$ cat src/rtl/cfu_l1_arbiter_pkg.sv
// Shared types for the CFU-L1 round-robin arbiter: CFU response status and
// the response-steering tag carried through the latency pipeline.
package cfu_l1_arbiter_pkg;

   typedef enum logic [2:0] {
      CFU_OK           = 3'd0,
      CFU_ERROR_CFU    = 3'd1,
      CFU_ERROR_STATE  = 3'd2,
      CFU_ERROR_FUNC   = 3'd3,
      CFU_ERROR_OP     = 3'd4,
      CFU_ERROR_CUSTOM = 3'd7
   } cfu_status_t;

   // Tag index is sized for the largest supported requester count.
   localparam int CFU_ARB_IDX_W = 8;

   typedef struct packed {
      logic                     valid;
      logic [CFU_ARB_IDX_W-1:0] index;
   } cfu_arb_tag_t;

endpackage

$ cat src/rtl/cfu_l1_arbiter_rr_arbiter.sv
// Combinational round-robin pick: first valid requester searching cyclically
// from last+1, returned both one-hot and as an index.
module cfu_l1_arbiter_rr_arbiter #(
   parameter int N_REQ = 2,
   localparam int IDX_W = $clog2(N_REQ)
) (
   input  logic [N_REQ-1:0] req,
   input  logic [IDX_W-1:0] last,
   output logic [N_REQ-1:0] grant,
   output logic [IDX_W-1:0] index,
   output logic             any
);

   localparam logic [IDX_W:0] N_EXT = (IDX_W+1)'(N_REQ);

   logic [IDX_W:0]   cand_ext;
   logic [IDX_W-1:0] cand;

   always_comb begin
      grant    = '0;
      index    = '0;
      any      = 1'b0;
      cand_ext = '0;
      cand     = '0;
      for (int off = 1; off <= N_REQ; off++) begin
         cand_ext = {1'b0, last} + (IDX_W+1)'(off);
         if (cand_ext >= N_EXT) cand_ext = cand_ext - N_EXT;
         cand = cand_ext[IDX_W-1:0];
         if (!any && req[cand]) begin
            any         = 1'b1;
            grant[cand] = 1'b1;
            index       = cand;
         end
      end
   end

endmodule

$ cat src/rtl/cfu_l1_arbiter.sv
// Round-robin arbiter sharing one fixed-latency CFU among N_REQ requesters.
// Optional state-context partitioning is enabled with CFU_ARB_STATE_PART_EN.
module cfu_l1_arbiter
   import cfu_l1_arbiter_pkg::*;
#(
   parameter int N_REQ          = 2,
   parameter int CFU_LATENCY    = 0,
   parameter int CFU_STATE_ID_W = 4,
   parameter int CFU_FUNC_ID_W  = 10,
   parameter int CFU_DATA_W     = 32,
   parameter int CFU_CFU_ID_W   = 1,
   parameter int N_STATES_PER   = 1
) (
   input  logic                               clk,
   input  logic                               rst,
   input  logic                               clk_en,
   input  logic [N_REQ-1:0]                   req_valid,
   output logic [N_REQ-1:0]                   req_ready,
   input  logic [N_REQ*CFU_CFU_ID_W-1:0]      req_cfu,
   input  logic [N_REQ*CFU_STATE_ID_W-1:0]    req_state,
   input  logic [N_REQ*CFU_FUNC_ID_W-1:0]     req_func,
   input  logic [N_REQ*CFU_DATA_W-1:0]        req_data0,
   input  logic [N_REQ*CFU_DATA_W-1:0]        req_data1,
   output logic [N_REQ-1:0]                   resp_valid,
   output cfu_status_t                        resp_status,
   output logic [CFU_DATA_W-1:0]              resp_data,
   output logic                               cfu_req_valid,
   output logic [CFU_CFU_ID_W-1:0]            cfu_req_cfu,
   output logic [CFU_STATE_ID_W-1:0]          cfu_req_state,
   output logic [CFU_FUNC_ID_W-1:0]           cfu_req_func,
   output logic [CFU_DATA_W-1:0]              cfu_req_data0,
   output logic [CFU_DATA_W-1:0]              cfu_req_data1,
   input  logic                               cfu_resp_valid,
   input  cfu_status_t                        cfu_resp_status,
   input  logic [CFU_DATA_W-1:0]              cfu_resp_data
);

   localparam int IDX_W = $clog2(N_REQ);

   generate
      if (N_REQ < 2) begin : g_bad_nreq
         $error("cfu_l1_arbiter: N_REQ must be at least 2");
      end
      if (N_REQ > 2**CFU_ARB_IDX_W) begin : g_bad_idx
         $error("cfu_l1_arbiter: N_REQ exceeds tag index range");
      end
   endgenerate

   logic [IDX_W-1:0]          last;
   logic [IDX_W-1:0]          gnt_idx;
   logic [N_REQ-1:0]          gnt_req;
   logic [N_REQ-1:0]          grant;
   logic                      any;
   logic [CFU_STATE_ID_W-1:0] sel_state;
   cfu_arb_tag_t              tag_in;
   cfu_arb_tag_t              tag_out;

   // Reset and clock-enable both suppress arbitration entirely.
   assign gnt_req = (clk_en && !rst) ? req_valid : '0;

   cfu_l1_arbiter_rr_arbiter #(.N_REQ(N_REQ)) u_rr (
      .req   (gnt_req),
      .last  (last),
      .grant (grant),
      .index (gnt_idx),
      .any   (any)
   );

   assign req_ready     = grant;
   assign cfu_req_valid = any;

   // gnt_idx is zero without a grant, so requester 0's fields are forwarded.
   assign cfu_req_cfu   = req_cfu[gnt_idx*CFU_CFU_ID_W +: CFU_CFU_ID_W];
   assign cfu_req_func  = req_func[gnt_idx*CFU_FUNC_ID_W +: CFU_FUNC_ID_W];
   assign cfu_req_data0 = req_data0[gnt_idx*CFU_DATA_W +: CFU_DATA_W];
   assign cfu_req_data1 = req_data1[gnt_idx*CFU_DATA_W +: CFU_DATA_W];
   assign sel_state     = req_state[gnt_idx*CFU_STATE_ID_W +: CFU_STATE_ID_W];

`ifdef CFU_ARB_STATE_PART_EN
   generate
      if (N_REQ*N_STATES_PER >= 2**CFU_STATE_ID_W) begin : g_bad_part
         $error("cfu_l1_arbiter: partitioned state range leaves no all-ones error ID");
      end
   endgenerate

   // Out-of-range state IDs map to all-ones so the CFU reports a state error.
   always_comb begin
      if (int'(sel_state) >= N_STATES_PER)
         cfu_req_state = '1;
      else
         cfu_req_state = CFU_STATE_ID_W'(int'(gnt_idx)*N_STATES_PER + int'(sel_state));
   end
`else
   assign cfu_req_state = sel_state;
`endif

   always_ff @(posedge clk) begin
      if (rst)
         last <= IDX_W'(N_REQ-1);
      else if (clk_en && any)
         last <= gnt_idx;
   end

   assign tag_in.valid = any;
   assign tag_in.index = CFU_ARB_IDX_W'(gnt_idx);

   generate
      if (CFU_LATENCY == 0) begin : g_nopipe
         assign tag_out = tag_in;
      end else begin : g_pipe
         cfu_arb_tag_t stage [CFU_LATENCY];

         always_ff @(posedge clk) begin
            if (rst) begin
               for (int i = 0; i < CFU_LATENCY; i++) stage[i] <= '0;
            end else if (clk_en) begin
               stage[0] <= tag_in;
               for (int i = 1; i < CFU_LATENCY; i++) stage[i] <= stage[i-1];
            end
         end

         assign tag_out = stage[CFU_LATENCY-1];
      end
   endgenerate

   always_comb begin
      resp_valid = '0;
      for (int i = 0; i < N_REQ; i++)
         resp_valid[i] = tag_out.valid && clk_en && !rst &&
                         (tag_out.index == CFU_ARB_IDX_W'(i));
   end

   assign resp_status = cfu_resp_status;
   assign resp_data   = cfu_resp_data;

   always_ff @(posedge clk) begin
      if (!rst && clk_en)
         assert (tag_out.valid == cfu_resp_valid)
            else $error("cfu_l1_arbiter: cfu_resp_valid disagrees with tag pipeline");
   end

endmodule
$ cat config.mk
export PLATFORM = sky130hd
export DESIGN_NAME = cfu_l1_arbiter
export DESIGN_NICKNAME = d
export VERILOG_FILES = /design/src/rtl/cfu_l1_arbiter_pkg.sv /design/src/rtl/cfu_l1_arbiter_rr_arbiter.sv /design/src/rtl/cfu_l1_arbiter.sv
export SDC_FILE = /design/constraint.sdc
export NUM_CORES = 1
export LEC_CHECK = 0
export BUFFER_PORTS_ARGS = -buffer_cell sky130_fd_sc_hd__buf_2
export CORE_AREA = 4 4 120 122
export DETAILED_ROUTE_END_ITERATION = 10
export DIE_AREA = 0 0 124 126
export GPL_TIMING_DRIVEN = 0
export SYNTH_ARGS = -nofsm -noshare
export SYNTH_HDL_FRONTEND = slang
export SYNTH_HIERARCHICAL = 1
export SYNTH_SLANG_ARGS = --single-unit
$ cat constraint.sdc
create_clock -name clk -period 1.8 [get_ports clk]
set_input_delay 0.27 -clock clk [delete_from_list [all_inputs] [get_ports clk]]
set_output_delay 0.27 -clock clk [all_outputs]
set_load 0.02 [all_outputs]
## Word-level counts from Yosys, hierarchy flattened

Cells that the tools add are included.

- Register bits: 1
- Input bits: 199
- Output and inout port bits: 119
- Logic and storage cells: 46

- Add/sub/neg operators: 4
- Multiply operators: 1
- Magnitude comparators: 6
- Shift operators: 5
- Multiplexer cells: 17
- Bitwise logic cells: 1
- Reduce and logical (&&, ||, !) cells: 11

Operators with widths:

| kind | number |
|---|---|
| $shiftx A64 B7 Y32 | 2 |
| $shiftx A20 B6 Y10 | 1 |
| $mux W1 | 12 |
| $logic_and A1 B1 Y1 | 8 |
| $logic_not A8 Y1 | 1 |
| $shiftx A8 B4 Y4 | 1 |
| $mux W2 | 3 |
| $ge A2 B2 Y1 const B | 2 |
| $lt A1 B2 Y1 const B | 2 |
| $mul A1 B3 Y4 const B | 1 |
| $add A1 B1 Y2 const B | 1 |
| $add A1 B2 Y2 const B | 1 |
| $demux W1 S1 | 2 |
| $ge A1 B1 Y1 const B | 2 |
| $logic_not A1 Y1 | 2 |
| $or A2 B2 Y2 | 1 |
| $shiftx A2 B2 Y1 | 1 |
| $sub A1 B1 Y1 const B | 2 |

## Longest topological paths before layout

- Depth after elaboration: 12
- Mapped depth: 5
- Gate-level depth less buffers: 4

## By module

Netlist, hierarchy kept.

Modules (own cells, without submodules):

| module | instances | cells an instance | area an instance (µm²) | sequential area each (µm²) |
|---|---|---|---|---|
| cfu_l1_arbiter | 1 | 131 | 1,702.9 | 20.0 |
| cfu_l1_arbiter_rr_arbiter | 1 | 5 | 32.5 | 0.0 |

## Worst setup path after synthesis

OpenSTA, ideal clock, no wires.

- Kind: input -> output
- From: input port rst
- To: output port resp_valid[1]
- Data arrival time: 1.653 ns
- Required time: 1.530 ns
- Path slack: -0.123 ns
- Stages: 5
- Path buffers: 2
- Path through: and3b_1 -> a21boi_0 -> buf_6 -> buf_12 -> nor3b_1

- Elaborated cells between the ends (all ways): 16
- Classes of those cells: mux (9); reduce/logical (7)

RTL lines:

| what | line | RTL |
|---|---|---|
| start: declaration | cfu_l1_arbiter.sv:15 | `input logic rst,` |
| $logic_not A1 Y1 * | - |  |
| $logic_and A1 B1 Y1 * | - |  |
| $mux W2 * | cfu_l1_arbiter.sv:59 | `assign gnt_req = (clk_en && !rst) ? req_valid : '0;` |
| $mux W1 (implied by the code) (2 in series) | cfu_l1_arbiter_rr_arbiter.sv:29 | `if (!any && req[cand]) begin` |
| $mux W1 | cfu_l1_arbiter_rr_arbiter.sv:29 |  |
| $logic_not A1 Y1 | cfu_l1_arbiter_rr_arbiter.sv:29 |  |
| $logic_and A1 B1 Y1 | cfu_l1_arbiter_rr_arbiter.sv:29 |  |
| $mux W1 * | cfu_l1_arbiter_rr_arbiter.sv:29 |  |
| named net gnt_idx | cfu_l1_arbiter.sv:50 | `logic [IDX_W-1:0] gnt_idx;` |
| $logic_and A1 B1 Y1 * | cfu_l1_arbiter.sv:129 | `resp_valid[i] = tag_out.valid && clk_en && !rst &&` |
| end: declaration | cfu_l1_arbiter.sv:24 | `output logic [N_REQ-1:0] resp_valid,` |

The timed path passes the listed nets; every way through them passes the cells marked *. The select of a mux whose other input is x is not followed.

## Worst setup path in the final report

- From: input port rst
- To: output port cfu_req_data1[18]

- Longest elaborated chain between the ends: 10
- Elaborated cells between the ends (all ways): 13
- Classes of those cells: shift (1); mux (8); reduce/logical (4)

Ends and longest elaborated chain:

| what | line | RTL |
|---|---|---|
| $logic_not A1 Y1 * | - |  |
| $logic_and A1 B1 Y1 * | - |  |
| $mux W2 * | cfu_l1_arbiter.sv:59 |  |
| named net gnt_req[1] | cfu_l1_arbiter.sv:51 | `logic [N_REQ-1:0] gnt_req;` |
| $mux W1 (implied by the code) (2 in series) | cfu_l1_arbiter_rr_arbiter.sv:29 |  |
| $mux W1 | cfu_l1_arbiter_rr_arbiter.sv:29 |  |
| $logic_not A1 Y1 | cfu_l1_arbiter_rr_arbiter.sv:29 |  |
| $logic_and A1 B1 Y1 | cfu_l1_arbiter_rr_arbiter.sv:29 |  |
| $mux W1 * | cfu_l1_arbiter_rr_arbiter.sv:29 |  |
| named net gnt_idx | cfu_l1_arbiter.sv:50 |  |
| $shiftx A64 B7 Y32 * | cfu_l1_arbiter.sv:76 | `assign cfu_req_data1 = req_data1[gnt_idx*CFU_DATA_W +: CFU_DATA_W];` |
| end: declaration | cfu_l1_arbiter.sv:32 | `output logic [CFU_DATA_W-1:0] cfu_req_data1,` |

Marks and branches as above.

==> metrics.cfg <==
[yosys]
syn-instance-count = 136
synth_seq_cells = 1
synth_area_um2 = 1740
yosys.cell_types.count = 15
avgSynthCellArea_um2 = 12.8
synth_nets = 335
synth.top_cell.area_share = 0.683
netlist_top_cells_area = mux2_4, buf_4, buf_12
yosysWarnings = 6
yosysSeqAreaShare = 0.0115
yosys.area.top_type = mux2_4

[setup_path]
reg2reg_slack_ns = 0.36
worst_path_max_delay_cell = mux2_4
required_ns = 1.53
start_kind = primary input
path_cells = buf_8, and3b_2, a21boi_4, buf_6, buf_12, clkbuf_16, mux2_4, buf_6
cp_max_fo = 6
cp_top_family = buffers and inverters
cp_num_buf_inv = 5
end_kind = output port
crit_type = primary input to output port
cpPeakStageDelay_ns = 0.31
cp_common_cell = buf_6
arrival_ns = 1.68

[min_path]
holdCritPathClass = flop to flop

[layout]
final_common_cell = buf_2
mostFrequentLayoutCells = buf_2, buf_6, mux2_4
reg_top3 = last (1)
largest_reg_flops = 1
drive_above_1_share = 0.982
largest-register = last
design_area_um2 = 4270
fin_cells = 615
antenna_cells = 0
nNetsFinal = 640
syn_to_final_growth_pct = 146

[floorplanning]
start_util = 0.132
die_h_um = 126
io_pins = 318
row_count = 42
die_area_um2 = 15600
die_w_um = 124
core_region_area_um2 = 13200

[sta]
final-max-slew-violation-count = 0
relSlewSlack = 0.840
finalHoldViolations = 0
hold_slack_ns = 0.596
setup_slack_ns = -0.152
min_period_ns = 1.95
setup_viol = 79
fin_skew_ns = 0
fmax_ghz = 0.512
tightest_slew_ns = 0.239
finalCritPeriodShare = 1.08
rsz0062_at_grt = yes

[routing]
finalWirelength_mm = 9.56
vias = 2184
drtAntennaViolNets = 0
drc_errors = 0
drtPass1Iterations = 3
drt-initial-drc-count = 42
wl_per_cell_um = 15.5
viasPerCell = 3.55

[grt]
grt_max_degree = 11
track_usage = 0.101
grt_pass1_wl_mm = 12.4
gr-total-overflow = 0
antenna_found_initial = 1
grt_pass1_vias = 2352

[clock_tree]
cts_hold_buf = 0
worstSkewPairLatency_ns = 0
clkTransAtPathRegs_ns = 0

[run]
cap_violations = 0

[power]
vdd_ir_drop_max_mv = 0.105
p_per_area_nw_per_um2 = 288
leakage_nw = 2.32

[place]
dp_cells = 593
port_buffers = 281
placed_area_um2 = 3370
gp_congestion = 0.708
dp_hpwl_mm = 8.00

[status]
outcome = finished, violations left
violations = negative setup slack

==> power breakdown <==
part,switching [mW],internal (mW)
clock,0,0
combinational,0.490,0.715
sequential,0.00204,0.0240
total,0.492,0.739
==> routing by layer <==
metal	GRT usage	vias up	wire length [um]
met2	0.214	159	5350
met4	0.000644	0	7
met5	0	-	0
li1	-	1063	-
met3	0.0220	2	1160
met1	0.102	960	3040
==> tightest hold or removal path: stages, from the launching register on <==
cell and delay (ns):
dfxtp_1 0.34, nor2_1 0.12, a21oi_1 0.08
==> worst paths after layout <==
check	start	depth (start not counted)	endpoint
worst max-delay path	rst	8	cfu_req_data1[18]
worst min-delay path	last$_SDFFE_PP1P_	2	last$_SDFFE_PP1P_
worst max register to register	last$_SDFFE_PP1P_	7	last$_SDFFE_PP1P_
worst min register to register	last$_SDFFE_PP1P_	2	last$_SDFFE_PP1P_
==> synth_stat cells, drive strengths merged <==
master,instances
a21boi,3
a21oi,1
and3b,2
buf,44
dfxtp,1
inv,1
mux2,79
nand2,1
nor2,1
nor3b,1
nor4bb,1
or2,1
==> stage by stage <==
stage               TNS, ns  total power [mW]   util  setup WS [ns]
finish                -9.00              1.23  0.324         -0.152
global route         -13.90              1.30  0.324         -0.223
CTS                  -11.44              1.19  0.310         -0.199
detailed placement   -23.95             0.980  0.255         -0.360
global placement     -25.17             0.970  0.255         -0.374
floorplan                 0             0.614      -         0.0798
==> final cells by class <==
type / count / area, um2
buffer: 44 / 443
multi-input combinational: 90 / 1300
inverter: 1 / 3.75
tap: 176 / 220
sequential: 1 / 20.0
fill: 1376 / 8920
timing repair buffer: 303 / 2290
==> kinds of logic after synthesis <==
group	after synthesis	share of synthesized area
mux	79	0.683
buf+inv	45	0.252
simple gates	7	0.0368
compound gates	4	0.0159
flops	1	0.0115
==> what timing repair did <==
| item | 4_1_cts | 5_1_grt |
|---|---|---|
| endpoints found under the setup margin | 81 | 81 |
| pin swaps | 2 | 1 |
| buffers inserted | 13 | 1 |
| cloned | 6 | 4 |
| gates resized for setup | 139 | 40 |
Power figures use the tool's default switching activity.
